[src/rtl/feature_mem_rmw_pkg.sv]
// Shared types and lane helpers for the feature memory read-modify-write controller.
// Optional feature: RMW_FWD_EN (define to forward S1 results instead of stalling).
package rmw_pkg;

    typedef enum logic [1:0] {
        OP_WRITE = 2'd0,
        OP_MAX   = 2'd1,
        OP_ADD   = 2'd2,
        OP_READ  = 2'd3
    } op_t;

    typedef enum logic {
        RUN   = 1'b0,
        CLEAR = 1'b1
    } state_t;

    // Signed-add overflow detect from the sign bits: {positive overflow, negative overflow}.
    function automatic logic [1:0] add_overflow(input logic a_msb, input logic b_msb, input logic s_msb);
        return {~a_msb & ~b_msb & s_msb, a_msb & b_msb & ~s_msb};
    endfunction

    // True when operand b is strictly greater than a, both read as signed lanes.
    function automatic logic signed_gt(input logic a_msb, input logic b_msb, input logic b_minus_a_neg,
                                       input logic equal);
        if (a_msb != b_msb) begin
            return a_msb;
        end
        return !b_minus_a_neg && !equal;
    endfunction

endpackage

[src/rtl/feature_mem_rmw_if.sv]
// Request/response and dual-port memory bundle of the feature memory RMW controller.
// The controller uses the slave view; the front end plus memory use the master view.
interface feature_mem_rmw_if
    import rmw_pkg::*;
#(
    parameter int AWIDTH = 16,
    parameter int DWIDTH = 72
);
    logic              req_valid;
    logic              req_ready;
    op_t               req_op;
    logic [AWIDTH-1:0] req_addr;
    logic [DWIDTH-1:0] req_data;

    logic              rsp_valid;
    logic [AWIDTH-1:0] rsp_addr;
    logic [DWIDTH-1:0] rsp_old;
    logic [DWIDTH-1:0] rsp_new;

    logic              mem_ena;
    logic              wea;
    logic [AWIDTH-1:0] addra;
    logic [DWIDTH-1:0] dina;
    logic [DWIDTH-1:0] douta;

    logic              mem_enb;
    logic              web;
    logic [AWIDTH-1:0] addrb;
    logic [DWIDTH-1:0] dinb;
    logic [DWIDTH-1:0] doutb;

    modport slave (
        input  req_valid, req_op, req_addr, req_data, douta, doutb,
        output req_ready, rsp_valid, rsp_addr, rsp_old, rsp_new,
        output mem_ena, wea, addra, dina, mem_enb, web, addrb, dinb
    );

    modport master (
        output req_valid, req_op, req_addr, req_data, douta, doutb,
        input  req_ready, rsp_valid, rsp_addr, rsp_old, rsp_new,
        input  mem_ena, wea, addra, dina, mem_enb, web, addrb, dinb
    );

endinterface

[src/rtl/feature_mem_rmw_lane_alu.sv]
// One lane of the RMW datapath: overwrite, signed max, signed saturating add, or pass-through.
module rmw_lane_alu
    import rmw_pkg::*;
#(
    parameter int LWIDTH = 8
) (
    input  op_t               op,
    input  logic [LWIDTH-1:0] old_lane,
    input  logic [LWIDTH-1:0] opd_lane,
    output logic [LWIDTH-1:0] new_lane
);

    logic [LWIDTH-1:0] sum;
    logic [LWIDTH-1:0] diff;
    logic [1:0]        ovf;
    logic              opd_bigger;

    assign sum        = old_lane + opd_lane;
    assign diff       = opd_lane - old_lane;
    assign ovf        = add_overflow(old_lane[LWIDTH-1], opd_lane[LWIDTH-1], sum[LWIDTH-1]);
    assign opd_bigger = signed_gt(old_lane[LWIDTH-1], opd_lane[LWIDTH-1], diff[LWIDTH-1],
                                  opd_lane == old_lane);

    // Select the lane result; add clamps to the signed extremes instead of wrapping.
    always_comb begin
        new_lane = old_lane;
        case (op)
            OP_WRITE: new_lane = opd_lane;
            OP_MAX:   new_lane = opd_bigger ? opd_lane : old_lane;
            OP_ADD: begin
                if (ovf[1]) begin
                    new_lane = {1'b0, {(LWIDTH-1){1'b1}}};
                end else if (ovf[0]) begin
                    new_lane = {1'b1, {(LWIDTH-1){1'b0}}};
                end else begin
                    new_lane = sum;
                end
            end
            default:  new_lane = old_lane;
        endcase
    end

endmodule

[src/rtl/feature_mem_rmw.sv]
// Read-modify-write controller for the dual-port feature memory, with full-memory clear.
// Optional feature: RMW_FWD_EN forwards the S1 result on a same-address hazard;
// without it the hazarding request is stalled for one cycle.
module feature_mem_rmw
    import rmw_pkg::*;
#(
    parameter int AWIDTH = 16,
    parameter int DWIDTH = 72,
    parameter int LWIDTH = 8
) (
    input  logic            clk,
    input  logic            rst,
    input  logic            clr,
    output logic            clr_done,
    feature_mem_rmw_if.slave bus
);

    localparam int LANES = DWIDTH / LWIDTH;

    state_t            state;
    logic [AWIDTH-1:0] clr_cnt;
    logic              clr_done_q;

    logic              s1_valid;
    op_t               s1_op;
    logic [AWIDTH-1:0] s1_addr;
    logic [DWIDTH-1:0] s1_opd;

    logic              rsp_valid_q;
    logic [AWIDTH-1:0] rsp_addr_q;
    logic [DWIDTH-1:0] rsp_old_q;
    logic [DWIDTH-1:0] rsp_new_q;

    logic [DWIDTH-1:0] old_word;
    logic [DWIDTH-1:0] new_word;
    logic              s1_write;
    logic              hazard;
    logic              stall;
    logic              ready;
    logic              accept;
    logic              unused_doutb;

    assign s1_write = s1_valid && (s1_op != OP_READ);
    assign hazard   = bus.req_valid && s1_write && (bus.req_addr == s1_addr);
    assign ready    = !rst && (state == RUN) && !clr && !stall;
    assign accept   = bus.req_valid && ready;

`ifdef RMW_FWD_EN
    logic              s1_fwd;
    logic [DWIDTH-1:0] fwd_word;

    // Keep S1's result when the request entering S1 reads the word S1 is writing right now.
    always_ff @(posedge clk) begin
        if (rst) begin
            s1_fwd   <= 1'b0;
            fwd_word <= '0;
        end else begin
            s1_fwd   <= accept && hazard;
            fwd_word <= new_word;
        end
    end

    assign old_word = s1_fwd ? fwd_word : bus.douta;
    assign stall    = 1'b0;
`else
    assign old_word = bus.douta;
    assign stall    = hazard;
`endif

    for (genvar g = 0; g < LANES; g++) begin : g_lane
        rmw_lane_alu #(
            .LWIDTH (LWIDTH)
        ) u_alu (
            .op       (s1_op),
            .old_lane (old_word[g*LWIDTH +: LWIDTH]),
            .opd_lane (s1_opd[g*LWIDTH +: LWIDTH]),
            .new_lane (new_word[g*LWIDTH +: LWIDTH])
        );
    end

    assign bus.req_ready = ready;
    assign bus.mem_ena   = accept;
    assign bus.addra     = accept ? bus.req_addr : '0;
    assign bus.wea       = 1'b0;
    assign bus.dina      = '0;
    assign unused_doutb  = ^bus.doutb;

    // Port B carries the clear sweep in CLEAR and the S1 write-back in RUN; silent during reset.
    always_comb begin
        bus.mem_enb = 1'b0;
        bus.web     = 1'b0;
        bus.addrb   = '0;
        bus.dinb    = '0;
        if (!rst) begin
            if (state == CLEAR) begin
                bus.mem_enb = 1'b1;
                bus.web     = 1'b1;
                bus.addrb   = clr_cnt;
            end else if (s1_write) begin
                bus.mem_enb = 1'b1;
                bus.web     = 1'b1;
                bus.addrb   = s1_addr;
                bus.dinb    = new_word;
            end
        end
    end

    // Run/clear FSM, S1 pipeline register and registered response.
    always_ff @(posedge clk) begin
        if (rst) begin
            state       <= RUN;
            clr_cnt     <= '0;
            clr_done_q  <= 1'b0;
            s1_valid    <= 1'b0;
            s1_op       <= OP_WRITE;
            s1_addr     <= '0;
            s1_opd      <= '0;
            rsp_valid_q <= 1'b0;
            rsp_addr_q  <= '0;
            rsp_old_q   <= '0;
            rsp_new_q   <= '0;
        end else begin
            clr_done_q  <= 1'b0;
            rsp_valid_q <= s1_valid;
            rsp_addr_q  <= s1_addr;
            rsp_old_q   <= old_word;
            rsp_new_q   <= new_word;
            s1_valid    <= accept;
            if (accept) begin
                s1_op   <= bus.req_op;
                s1_addr <= bus.req_addr;
                s1_opd  <= bus.req_data;
            end
            case (state)
                RUN: begin
                    if (clr) begin
                        state   <= CLEAR;
                        clr_cnt <= '0;
                    end
                end
                CLEAR: begin
                    clr_cnt <= clr_cnt + 1'b1;
                    if (clr_cnt == '1) begin
                        state      <= RUN;
                        clr_done_q <= 1'b1;
                    end
                end
                default: state <= RUN;
            endcase
        end
    end

    assign clr_done      = clr_done_q;
    assign bus.rsp_valid = rsp_valid_q;
    assign bus.rsp_addr  = rsp_addr_q;
    assign bus.rsp_old   = rsp_old_q;
    assign bus.rsp_new   = rsp_new_q;

endmodule

[src/flat_wrapper.sv]
// flat-port wrapper written by rule: the top's interface ports become plain ports
module feature_mem_rmw_flat import rmw_pkg::*;
#(
    parameter int AWIDTH = 16,
    parameter int DWIDTH = 72,
    parameter int LWIDTH = 8
)
  (clk, rst, clr, clr_done, bus_req_valid, bus_req_op, bus_req_addr, bus_req_data, bus_douta, bus_doutb, bus_req_ready, bus_rsp_valid, bus_rsp_addr, bus_rsp_old, bus_rsp_new, bus_mem_ena, bus_wea, bus_addra, bus_dina, bus_mem_enb, bus_web, bus_addrb, bus_dinb);
  feature_mem_rmw_if #(.AWIDTH(AWIDTH), .DWIDTH(DWIDTH)) bus_i ();
  input  logic clk;
  input  logic rst;
  input  logic clr;
  output logic clr_done;
  input wire logic [$bits(bus_i.req_valid)-1:0] bus_req_valid;
  input wire logic [$bits(bus_i.req_op)-1:0] bus_req_op;
  input wire logic [$bits(bus_i.req_addr)-1:0] bus_req_addr;
  input wire logic [$bits(bus_i.req_data)-1:0] bus_req_data;
  input wire logic [$bits(bus_i.douta)-1:0] bus_douta;
  input wire logic [$bits(bus_i.doutb)-1:0] bus_doutb;
  output wire logic [$bits(bus_i.req_ready)-1:0] bus_req_ready;
  output wire logic [$bits(bus_i.rsp_valid)-1:0] bus_rsp_valid;
  output wire logic [$bits(bus_i.rsp_addr)-1:0] bus_rsp_addr;
  output wire logic [$bits(bus_i.rsp_old)-1:0] bus_rsp_old;
  output wire logic [$bits(bus_i.rsp_new)-1:0] bus_rsp_new;
  output wire logic [$bits(bus_i.mem_ena)-1:0] bus_mem_ena;
  output wire logic [$bits(bus_i.wea)-1:0] bus_wea;
  output wire logic [$bits(bus_i.addra)-1:0] bus_addra;
  output wire logic [$bits(bus_i.dina)-1:0] bus_dina;
  output wire logic [$bits(bus_i.mem_enb)-1:0] bus_mem_enb;
  output wire logic [$bits(bus_i.web)-1:0] bus_web;
  output wire logic [$bits(bus_i.addrb)-1:0] bus_addrb;
  output wire logic [$bits(bus_i.dinb)-1:0] bus_dinb;
  assign bus_i.req_valid = bus_req_valid;
  assign bus_i.req_op = bus_req_op;
  assign bus_i.req_addr = bus_req_addr;
  assign bus_i.req_data = bus_req_data;
  assign bus_i.douta = bus_douta;
  assign bus_i.doutb = bus_doutb;
  assign bus_req_ready = bus_i.req_ready;
  assign bus_rsp_valid = bus_i.rsp_valid;
  assign bus_rsp_addr = bus_i.rsp_addr;
  assign bus_rsp_old = bus_i.rsp_old;
  assign bus_rsp_new = bus_i.rsp_new;
  assign bus_mem_ena = bus_i.mem_ena;
  assign bus_wea = bus_i.wea;
  assign bus_addra = bus_i.addra;
  assign bus_dina = bus_i.dina;
  assign bus_mem_enb = bus_i.mem_enb;
  assign bus_web = bus_i.web;
  assign bus_addrb = bus_i.addrb;
  assign bus_dinb = bus_i.dinb;
  feature_mem_rmw #(.AWIDTH(AWIDTH), .DWIDTH(DWIDTH), .LWIDTH(LWIDTH)) u_core (.clk(clk), .rst(rst), .clr(clr), .clr_done(clr_done), .bus(bus_i));
endmodule
[config.mk]
export PLATFORM = sky130hd
export DESIGN_NAME = feature_mem_rmw_flat
export DESIGN_NICKNAME = d
export VERILOG_FILES = /design/src/rtl/feature_mem_rmw_pkg.sv /design/src/rtl/feature_mem_rmw_if.sv /design/src/rtl/feature_mem_rmw_lane_alu.sv /design/src/rtl/feature_mem_rmw.sv /design/src/flat_wrapper.sv
export SDC_FILE = /design/constraint.sdc
export NUM_CORES = 1
export LEC_CHECK = 0
export CAP_MARGIN = 20
export CORE_AREA = 2 2 225 227
export CTS_CLUSTER_SIZE = 30
export DETAILED_ROUTE_END_ITERATION = 16
export DIE_AREA = 0 0 227 229
export PLACE_DENSITY = 0.66
export SLEW_MARGIN = 20
export SYNTH_ARGS = -nofsm -noshare
export SYNTH_HDL_FRONTEND = slang
export SYNTH_SLANG_ARGS = --single-unit
[constraint.sdc]
create_clock -name clk -period 3.7 [get_ports clk]
set_input_delay 0.74 -clock clk [delete_from_list [all_inputs] [get_ports clk]]
set_output_delay 0.74 -clock clk [all_outputs]
set_load 0.02 [all_outputs]
==> results of run 1 <==
==> placed cells by master, fill, tap and decap left out, types with 14 or more instances in the layout <==
cell,n
sky130_fd_sc_hd__nor2_1,234
sky130_fd_sc_hd__a311oi_1,15
sky130_fd_sc_hd__buf_6,83
sky130_fd_sc_hd__a31oi_1,49
sky130_fd_sc_hd__nand3_1,32
sky130_fd_sc_hd__clkbuf_16,36
sky130_fd_sc_hd__ha_4,79
sky130_fd_sc_hd__buf_4,552
sky130_fd_sc_hd__o31ai_1,21
sky130_fd_sc_hd__buf_2,31
sky130_fd_sc_hd__xnor2_1,29
sky130_fd_sc_hd__dfxtp_2,28
sky130_fd_sc_hd__dlygate4sd2_1,15
sky130_fd_sc_hd__a211oi_1,23
sky130_fd_sc_hd__a21o_1,24
sky130_fd_sc_hd__clkbuf_2,27
sky130_fd_sc_hd__clkdlybuf4s50_1,273
sky130_fd_sc_hd__inv_2,55
sky130_fd_sc_hd__a22oi_1,18
sky130_fd_sc_hd__mux2i_1,66
sky130_fd_sc_hd__dfxtp_1,230
sky130_fd_sc_hd__and2_1,23
sky130_fd_sc_hd__a21oi_2,29
sky130_fd_sc_hd__a22oi_2,15
sky130_fd_sc_hd__inv_1,74
sky130_fd_sc_hd__nor3_1,14
sky130_fd_sc_hd__nor3b_1,15
sky130_fd_sc_hd__conb_1,73
sky130_fd_sc_hd__nand2_1,153
sky130_fd_sc_hd__a21oi_1,67
sky130_fd_sc_hd__nand4_1,18
sky130_fd_sc_hd__o21ai_0,37
sky130_fd_sc_hd__nor2b_1,39
sky130_fd_sc_hd__nand2b_1,14
sky130_fd_sc_hd__ha_1,53
==> state kept, by name, indices dropped and copies added (netlist names) <==
| name | cells |
|---|---|
| u_core.s1_valid | 1 |
| u_core.bus.rsp_new | 72 |
| u_core.s1_opd | 72 |
| u_core.bus.rsp_old | 72 |
| u_core.s1_op | 2 |
| u_core.bus.rsp_valid | 1 |
| u_core.state | 1 |
| u_core.bus.rsp_addr | 16 |
| u_core.s1_addr | 16 |
| u_core.clr_done | 1 |
| u_core.clr_cnt | 16 |
==> tightest hold or removal path, cell delays in order <==
cell	delay (ps)
sky130_fd_sc_hd__buf_2	100
sky130_fd_sc_hd__inv_2	50
sky130_fd_sc_hd__nor2_1	90
==> path summary, 6_finish.rpt <==
| path | to | slack (ps) | depth (start not counted) |
|---|---|---|---|
| setup reg to reg | u_core.s1_opd[17] | 540 | 11 |
| hold reg to reg | u_core.bus.rsp_addr[10] | 510 | 1 |
| setup / recovery | bus_dinb[47] | -120 | 13 |
| hold / removal | u_core.bus.rsp_old[51] | 450 | 3 |
==> cell type report <==
cell class                      instances  area [µm²]  share of cell area [%]
Antenna cell                            3        7.51                  0.0252
Clock buffer                           47         992                    3.33
Clock inverter                         11         148                   0.495
Inverter                              133         509                    1.71
Multi-Input combinational cell       1560       13300                    44.6
Sequential cell                       270        5490                    18.4
Tap cell                              672         841                    2.82
Timing Repair Buffer                 1003        8530                    28.6
==> kinds of logic after synthesis <==
group,Yosys count,synth area share (%)
AO/OA/AOI/OAI,516,21.4
XOR/XNOR,43,2.20
adder cells (fa/ha/maj),154,11.7
buffers and inverters,301,8.46
flip-flops,270,31.6
multiplexers,84,5.04
other,1,0.0219
AND/OR/NAND/NOR,690,19.6
==> power by group <==
group          total (W)  leakage [nW]  switching (W)  internal [W]
clock            0.00348         0.560        0.00140       0.00209
combinational    0.00242          9.38        0.00125       0.00117
sequential       0.00312          2.23      0.0000860       0.00304
total            0.00902          12.2        0.00273       0.00630
==> routing by layer <==
metal	routed length (µm)	track usage, %
met4	2880	11.3
met5	39	0
met3	5590	5.80
met1	29500	32.3
met2	36900	46.9
==> through the flow <==
stage	total power, W	area [µm²]	setup TNS, ps	setup WS [ps]	utilization (%)
2_1_floorplan	0.00414	17400	0	9.13	-
3_3_place_gp	0.00512	25200	-73390	-1130	50.8
3_5_place_dp	0.00515	25200	-76060	-1190	50.8
4_1_cts	0.00891	28600	-381	-152	57.5
5_1_grt	0.00935	29800	-1900	-208	60.0
6_report	0.00902	29800	-359	-121	60.0
==> timing repair <==
item | 4_1_cts | 5_1_grt
setup endpoints to repair | 89 | 89
hold endpoints to repair | 0 | 0
resized for setup | 952 | 301
setup buffers | 71 | 49
pin swaps | 157 | 156
==> results, run 1 <==
- Summed over all cells, the static leakage comes to 12.2 nW.
- Clock-pin slew was measured on the worst setup and hold paths at approximately 60 ps.
- In the routed layout, each cell is associated on average with a via count of between 5 and 6.
- The class of the worst hold path is primary input to flip-flop.
- Input and output buffers added on the ports amount to about 440.
- The most used flip-flop cell after synthesis is sky130_fd_sc_hd__dfxtp_1.
- The boundary pin count is roughly 580.
- The cell type with the highest aggregate area in the netlist is sky130_fd_sc_hd__dfxtp_1.
- The synthesized netlist occupies a cell area of 17100 µm².
- The maximum number of pins on one net before global-route repair is 87.
- Clock tree synthesis found a total of 270 sinks.
- The tool flagged a number of max-cap violations equal to 0.
- Dividing the detail-routed wire length by the instance count gives ~20 µm.
- The mean cell area of the mapped netlist is between 8 and 9 µm².
- The final-report setup violation count is 8.
- The aggregate global routing overflow is 0.
- The number of antenna violations at the first check in global routing was 8.
- In this run the most critical hold path is launched from bus_douta[51].
- The critical path launch point is bus_douta[43].
- The number of cells after detailed placement is 3535.
- The worst-margin pin slew is ~990 ps.
- The worst setup path is launched from a primary input.
- The number of clock buffers inserted by TritonCTS is 35.
- The number of nets in the layout is between 3000 and 4000.
- By instance count, the cell type seen most on the critical path is sky130_fd_sc_hd__buf_6.
- The maximum clock frequency is roughly 0.26 GHz.
- The slowest stage of the critical path is the sky130_fd_sc_hd__or3_4 cell.
- The detailed-route via count is 19800.
- The library cell with the highest instance count after synthesis is sky130_fd_sc_hd__dfxtp_1.
- The die covers between 50000 and 60000 µm².
- The hold slack is between 400 and 500 ps.
- Row generation in the floorplan step produced 82 rows.
- From synthesis to final layout, the design area changed by 74.3%.
- The max-slew headroom at the worst pin is roughly a third.
- The region available for standard cell placement spans around 50000 µm².
- STA puts the critical path data arrival time at ~3100 ps.
- The final-report max-slew violation count came to 0.
- In this run, synthesis produced a sequential element count of 270.
- TritonCTS built the clock tree.
- The largest voltage drop on the vdd net is around 0.24 mV.
- Of the post-synthesis cell area, the dominant cell type holds about a third.
- The H-tree was split into 2 levels.
- The count of mapped cells out of synthesis is around 2100.
- The congestion estimate from routability-driven global placement came to around 0.92.
- The post-synthesis cell type count is 76.
- From bottom edge to top edge, the die measures approximately 230 µm.
- The required time at the endpoint of the critical path is 2960 ps.
- For this configuration, the core starts out at a cell density of about a third.
- The number of optimization iterations in the first detailed-route pass is 5.
- The final critical-path share of the clock period is 103%.
- The sequential-to-total area share from yosys stat is between 30% and 40%.
- Traced cell by cell, the critical path runs through buf_6, inv_4, ha_4, or2_4, a221o_1, buf_6, a21oi_4, nor4_4, buf_4, or3_4, a221oi_2, buf_4, buf_6.
- The global-route total usage across every layer is a little over a quarter.
- In this run the horizontal extent of the chip is approximately 230 µm.
- The flow ran to the end, but the final reports show violations.
- The layout filler cell count is around 4200.
- After synthesis, the most frequently instantiated cells are sky130_fd_sc_hd__dfxtp_1, sky130_fd_sc_hd__nor2_1, sky130_fd_sc_hd__nand2_1.
- The clock reaches the later pin of the worst-skew pair after around 560 ps.
- Once detail routing completed, the nets flagged for antenna violations numbered 0.
- The critical path contains buffers and inverters numbering 6 combined.
- The violation count after the first detailed-routing iteration is ~1500.
- In the routed design, unresolved DRC markers number 0.
- Setup repair after global routing could not meet its margin everywhere.
- The power per cell area is roughly 300 nW/µm².
- The synthesized design contains 0 enable-type register cells.
- The final hold violation count came to 0.
- Setup slack on the critical path of the routed design comes to -121 ps.
- The root buffer cell is sky130_fd_sc_hd__clkbuf_16.
- The largest stage delay on the critical path is roughly 380 ps.
- The number of buffers on the longest clock path is 3.
- The startpoint identified for the worst register-to-register timing path is u_core.s1_op[0].
- Once layout is complete, the cells apart from fillers number roughly 3700.
- The number of hold buffers added after CTS was 0.
- The global-route wire length before repair is 111000 µm.
- In the final layout, the share of cells above drive strength 1 is 40.9%.
- The family with the most delay on the worst path is buffers and inverters.
- Counting I/O delays and the setup requirement, the final critical path takes about 3800 ps.
- The number of global-route vias before repair is roughly 20000.
- Yosys attributes the largest share of cell area to sky130_fd_sc_hd__dfxtp_1, sky130_fd_sc_hd__ha_1, sky130_fd_sc_hd__nor2_1, sky130_fd_sc_hd__mux2i_1, sky130_fd_sc_hd__nand2_1.
- The critical path class is primary input to output pin.
- The total routed wirelength is 74900 µm.
- For the final database, setup skew stands at 35.7 ps.
- The checks that failed: negative setup slack.
- The peak fanout along the critical path is 3.
- During synthesis, Yosys emitted a total of 0 warnings.
- The endpoint class of the critical path is an output pin.
- The HPWL after detailed placement is between 50000 and 60000 µm.
- Counting flops with an async set or reset pin after synthesis yields a share of 0%.
Note: power is estimated with default switching activity, not from simulation.
==> run 2: changes to the inputs <==
- GPL_TIMING_DRIVEN: not set -> 0
==> run 2 against run 1 <==
The run still ends with negative setup slack left. Clock power is 6.9% lower. Non-clock buffer count is 208 lower. Combinational power is 5% lower. Sequential power hardly changed. Critical path depth is 5 lower. Sequential cell count stayed put. Die area stayed put. Via count is 2.7% lower. Sequential share of layout area is 1.4 points higher. Power is 4.0% lower. Cell count is 5.7% lower. Critical path type is now flip-flop to output pin. Critical endpoint is now bus_dinb[39]. Largest power group unchanged.
==> results, run 2 (synthesis gave the netlist of run 1 again) <==
- The total routed wirelength is 83100 µm (+11%).
- The maximum number of pins on one net before global-route repair is 16 (-82%).
- The total clock sinks is 270 (unchanged).
- The number of buffers on the longest clock path is 3 (unchanged).
- The boundary pin count was 581 (unchanged).
- The clock transition at the registers of the reported paths is 60 ps (about the same).
- The instance area after placement is 22600 µm² (-10%).
- The clock network latency to the later pin of the worst-skew pair was 600 ps (+40 ps).
- The largest stage delay on the critical path is 390 ps (about the same).
- The count of nets left with antenna violations after detail routing is 0 (unchanged).
- The aggregate global routing overflow is 0 (unchanged).
- The setup TNS was -417 ps (-58.7 ps).
- The critical path is of the flip-flop to output pin type.
- The final hold violation count is 0 (unchanged).
- The leakage power of the design is 11.0 nW (-9.5%).
- The cell depth of the worst min-delay path is 3 (unchanged).
- The level count of the clock H-tree came to 1 (-1).
- The maximum clock frequency is 0.262 GHz (+0.11%).
- The path class of the tightest hold or removal check is primary input to flip-flop.
- The initial core utilization is 34.4% (unchanged).
- The routability congestion estimate from global placement is 0.937 (+2.2%).
- In this run the critical register-to-register path is launched from u_core.s1_op[1].
- The final critical-path share of the clock period was 103% (-0.11 points).
- The switching share of power was 31.5% (+1.2 points).
- The nature of the critical path startpoint is a flip-flop.
- In the layout the commonest cells are sky130_fd_sc_hd__buf_4, sky130_fd_sc_hd__clkdlybuf4s50_1, sky130_fd_sc_hd__nor2_1, sky130_fd_sc_hd__dfxtp_1, sky130_fd_sc_hd__nand2_1.
- The number of gates on the worst path with buffers counted came to 8 (-5).
- The total of buffers placed on input and output ports is 435 (unchanged).
- The clock network fraction of design power is 37.4% (-1.2 points).
- The vertical die dimension is 229 µm (unchanged).
- The violation count after the first detailed-routing iteration is 1686 (+10%).
- The hold slack is 418 ps (-28.9 ps).
- The global-route wire length before repair was 119000 µm (+6.8%).
- Clock tree synthesis selected as its root buffer the cell sky130_fd_sc_hd__clkbuf_16.
- The TritonCTS clock tree is done.
- The area growth from synthesis to final layout is 63.2%.
- For this design, the slowest cell found on the critical path is sky130_fd_sc_hd__or3_4.
- The floorplan die area was 52000 µm² (unchanged).
- Setup repair after global routing could not meet its margin everywhere.
- The largest voltage drop on the vdd net is 0.347 mV (+44%).
- The count of standard-cell rows is 82 (unchanged).
- The final-report setup violation count came to 8 (unchanged).
- The combinational power share was 26.6% (-0.2 points).
- The final critical path time including I/O delays and setup is 3820 ps (-4.03 ps).
- The detail-routed via count per cell is 5.52 (+3.1%).
- The number of maximum-capacitance violations is 0 (unchanged).
- The design internal power is 0.00594 W (-5.7%).
- The number of global-route vias before repair is 18800 (-5.4%).
- The portion of total power attributed to sequential cells came to 36.0% (+1.4 points).
- The fraction of final layout cells sized beyond drive strength 1 is 34.2% (-6.6 points).
- The worst-margin pin slew is 1210 ps (+218 ps).
- The switching power of the nets was 0.00273 W (about the same).
- The number of nets in the layout is 3183 (-6.2%).
- The max-slew headroom at the worst pin came to 19.3% (-15 points).
- The remaining design rule violation count came to 0 (unchanged).
- The x dimension of the die came to 227 µm (unchanged).
- The final setup skew is 15.2 ps (-20.5 ps).
- The number of cells after detailed placement is 3238 (-8.4%).
- The number of antenna violations at the first check in global routing is 8 (unchanged).
- The worst setup path is captured at an output pin.
- Tracing the worst setup path back leads to its startpoint at u_core.s1_opd[36].
- The total non-filler cell area in the finished layout is 27900 µm² (-6.4%).
- The most common library cell in the layout ignoring fill and taps is sky130_fd_sc_hd__buf_4.
- The number of hold-repair buffers added at the cts stage came to 0 (unchanged).
- Walking the worst path, the cells encountered are ha_4, or2_4, a221o_1, and3_4, o31a_1, or3_4, a221oi_4, buf_6.
- The number of optimization iterations in the first detailed-route pass is 6 (+1).
- The number of clock buffers inserted by TritonCTS is 31 (-11%).
- The flow ran to the end, but the final reports show violations.
- The path depth of the worst reg2reg path is 4 (-7).
- The required time at the endpoint of the critical path is 2960 ps (about the same).
- The final-report max-slew violation count is 0 (unchanged).
- The total half-perimeter wirelength after legalization and detailed placement is 58700 µm (+12%).
- The average wire per cell in the routed design is 23.8 µm (+18%).
- The beginning of the worst hold path is bus_douta[49].
- The final instance count without filler cells is 3489 (-5.7%).
- The endpoint arrival time on the critical path is 3080 ps (about the same).
- The power per cell area came to 311 nW/µm² (+2.5%).
- The detailed-route via count is 19300 (-2.7%).
- The total core area came to 49700 µm² (unchanged).
- The global-route total usage across every layer is 30.1% (+3.0 points).
- The final setup slack of the worst path was -117 ps (+4.03 ps).
- The checks that failed: negative setup slack.
- The peak fanout along the critical path is 3 (unchanged).
- The number of buffers and inverters on the critical path is 1 (-5).
- The family with the most delay on the worst path is compound AO/OA/AOI/OAI gates.
- The layout filler cell count is 4466 (+5.6%).
run 2: cell count changes in the layout (fill, tap and decap cells not counted), moves of 16 or more:
cell / delta
sky130_fd_sc_hd__buf_4: -250
sky130_fd_sc_hd__ha_1: +16
sky130_fd_sc_hd__clkbuf_1: +35
sky130_fd_sc_hd__ha_4: -17
sky130_fd_sc_hd__buf_6: -34
run 2: final timing paths:
path                            endpoint  slack, ps
setup / recovery            bus_dinb[39]       -120
hold / removal    u_core.bus.rsp_new[49]        420
setup reg to reg  u_core.bus.rsp_new[29]        690
hold reg to reg       u_core.clr_cnt[12]        520
run 2: power by group through the flow:
| stage | Combinational (W) | Sequential (W) | Clock (W) |
|---|---|---|---|
| after global routing | 0.00243 | 0.00313 | 0.00338 |
| after global placement | 0.00173 | 0.00318 | 0 |
| after floorplan | 0.000867 | 0.00327 | 0 |
| after detailed placement | 0.00175 | 0.00318 | 0 |
| final | 0.00231 | 0.00312 | 0.00324 |
| after CTS | 0.00212 | 0.00312 | 0.00329 |
run 2: repair_timing:
item / CTS / global route
setup endpoints to repair: 122 / 90
gates cloned: 0 / 0
pin swaps: 146 / 133
gates resized for setup: 1172 / 227
buffers inserted: 134 / 62
run 2: stage by stage:
stage                     utilization (%)  worst slack [ps]  total power [W]
after floorplan                         -              9.13          0.00414
after global placement               45.5             -1840          0.00491
after detailed placement             45.5             -1730          0.00493
after CTS                            54.2              -137          0.00853
after global routing                 56.2              -166          0.00894
final                                56.2              -117          0.00867
run 2: tightest hold or removal path, delay by kind of cell:
family / cells / cell delay, ps
buffers and inverters: 1 / 120
AOI/OAI and AO/OA: 1 / 60
and+or+nand+nor: 1 / 50
run 2: final cells by class:
cell class	instances	area, µm²	share of cell area, %
repair buffers	628	5530	19.8
inverters	133	505	1.81
plain buffers	167	1150	4.11
diodes	4	10.0	0.0359
clock buffers	45	898	3.22
clock inverters	10	145	0.520
flip-flops and latches	270	5520	19.8
well taps	672	841	3.01
multi-input cells	1560	13300	47.7
run 2: per-layer routing:
layer	wire, µm	track usage (%)
met5	36	0
met3	6780	6.00
met1	33200	37.7
met4	3890	12.4
met2	39200	50.2
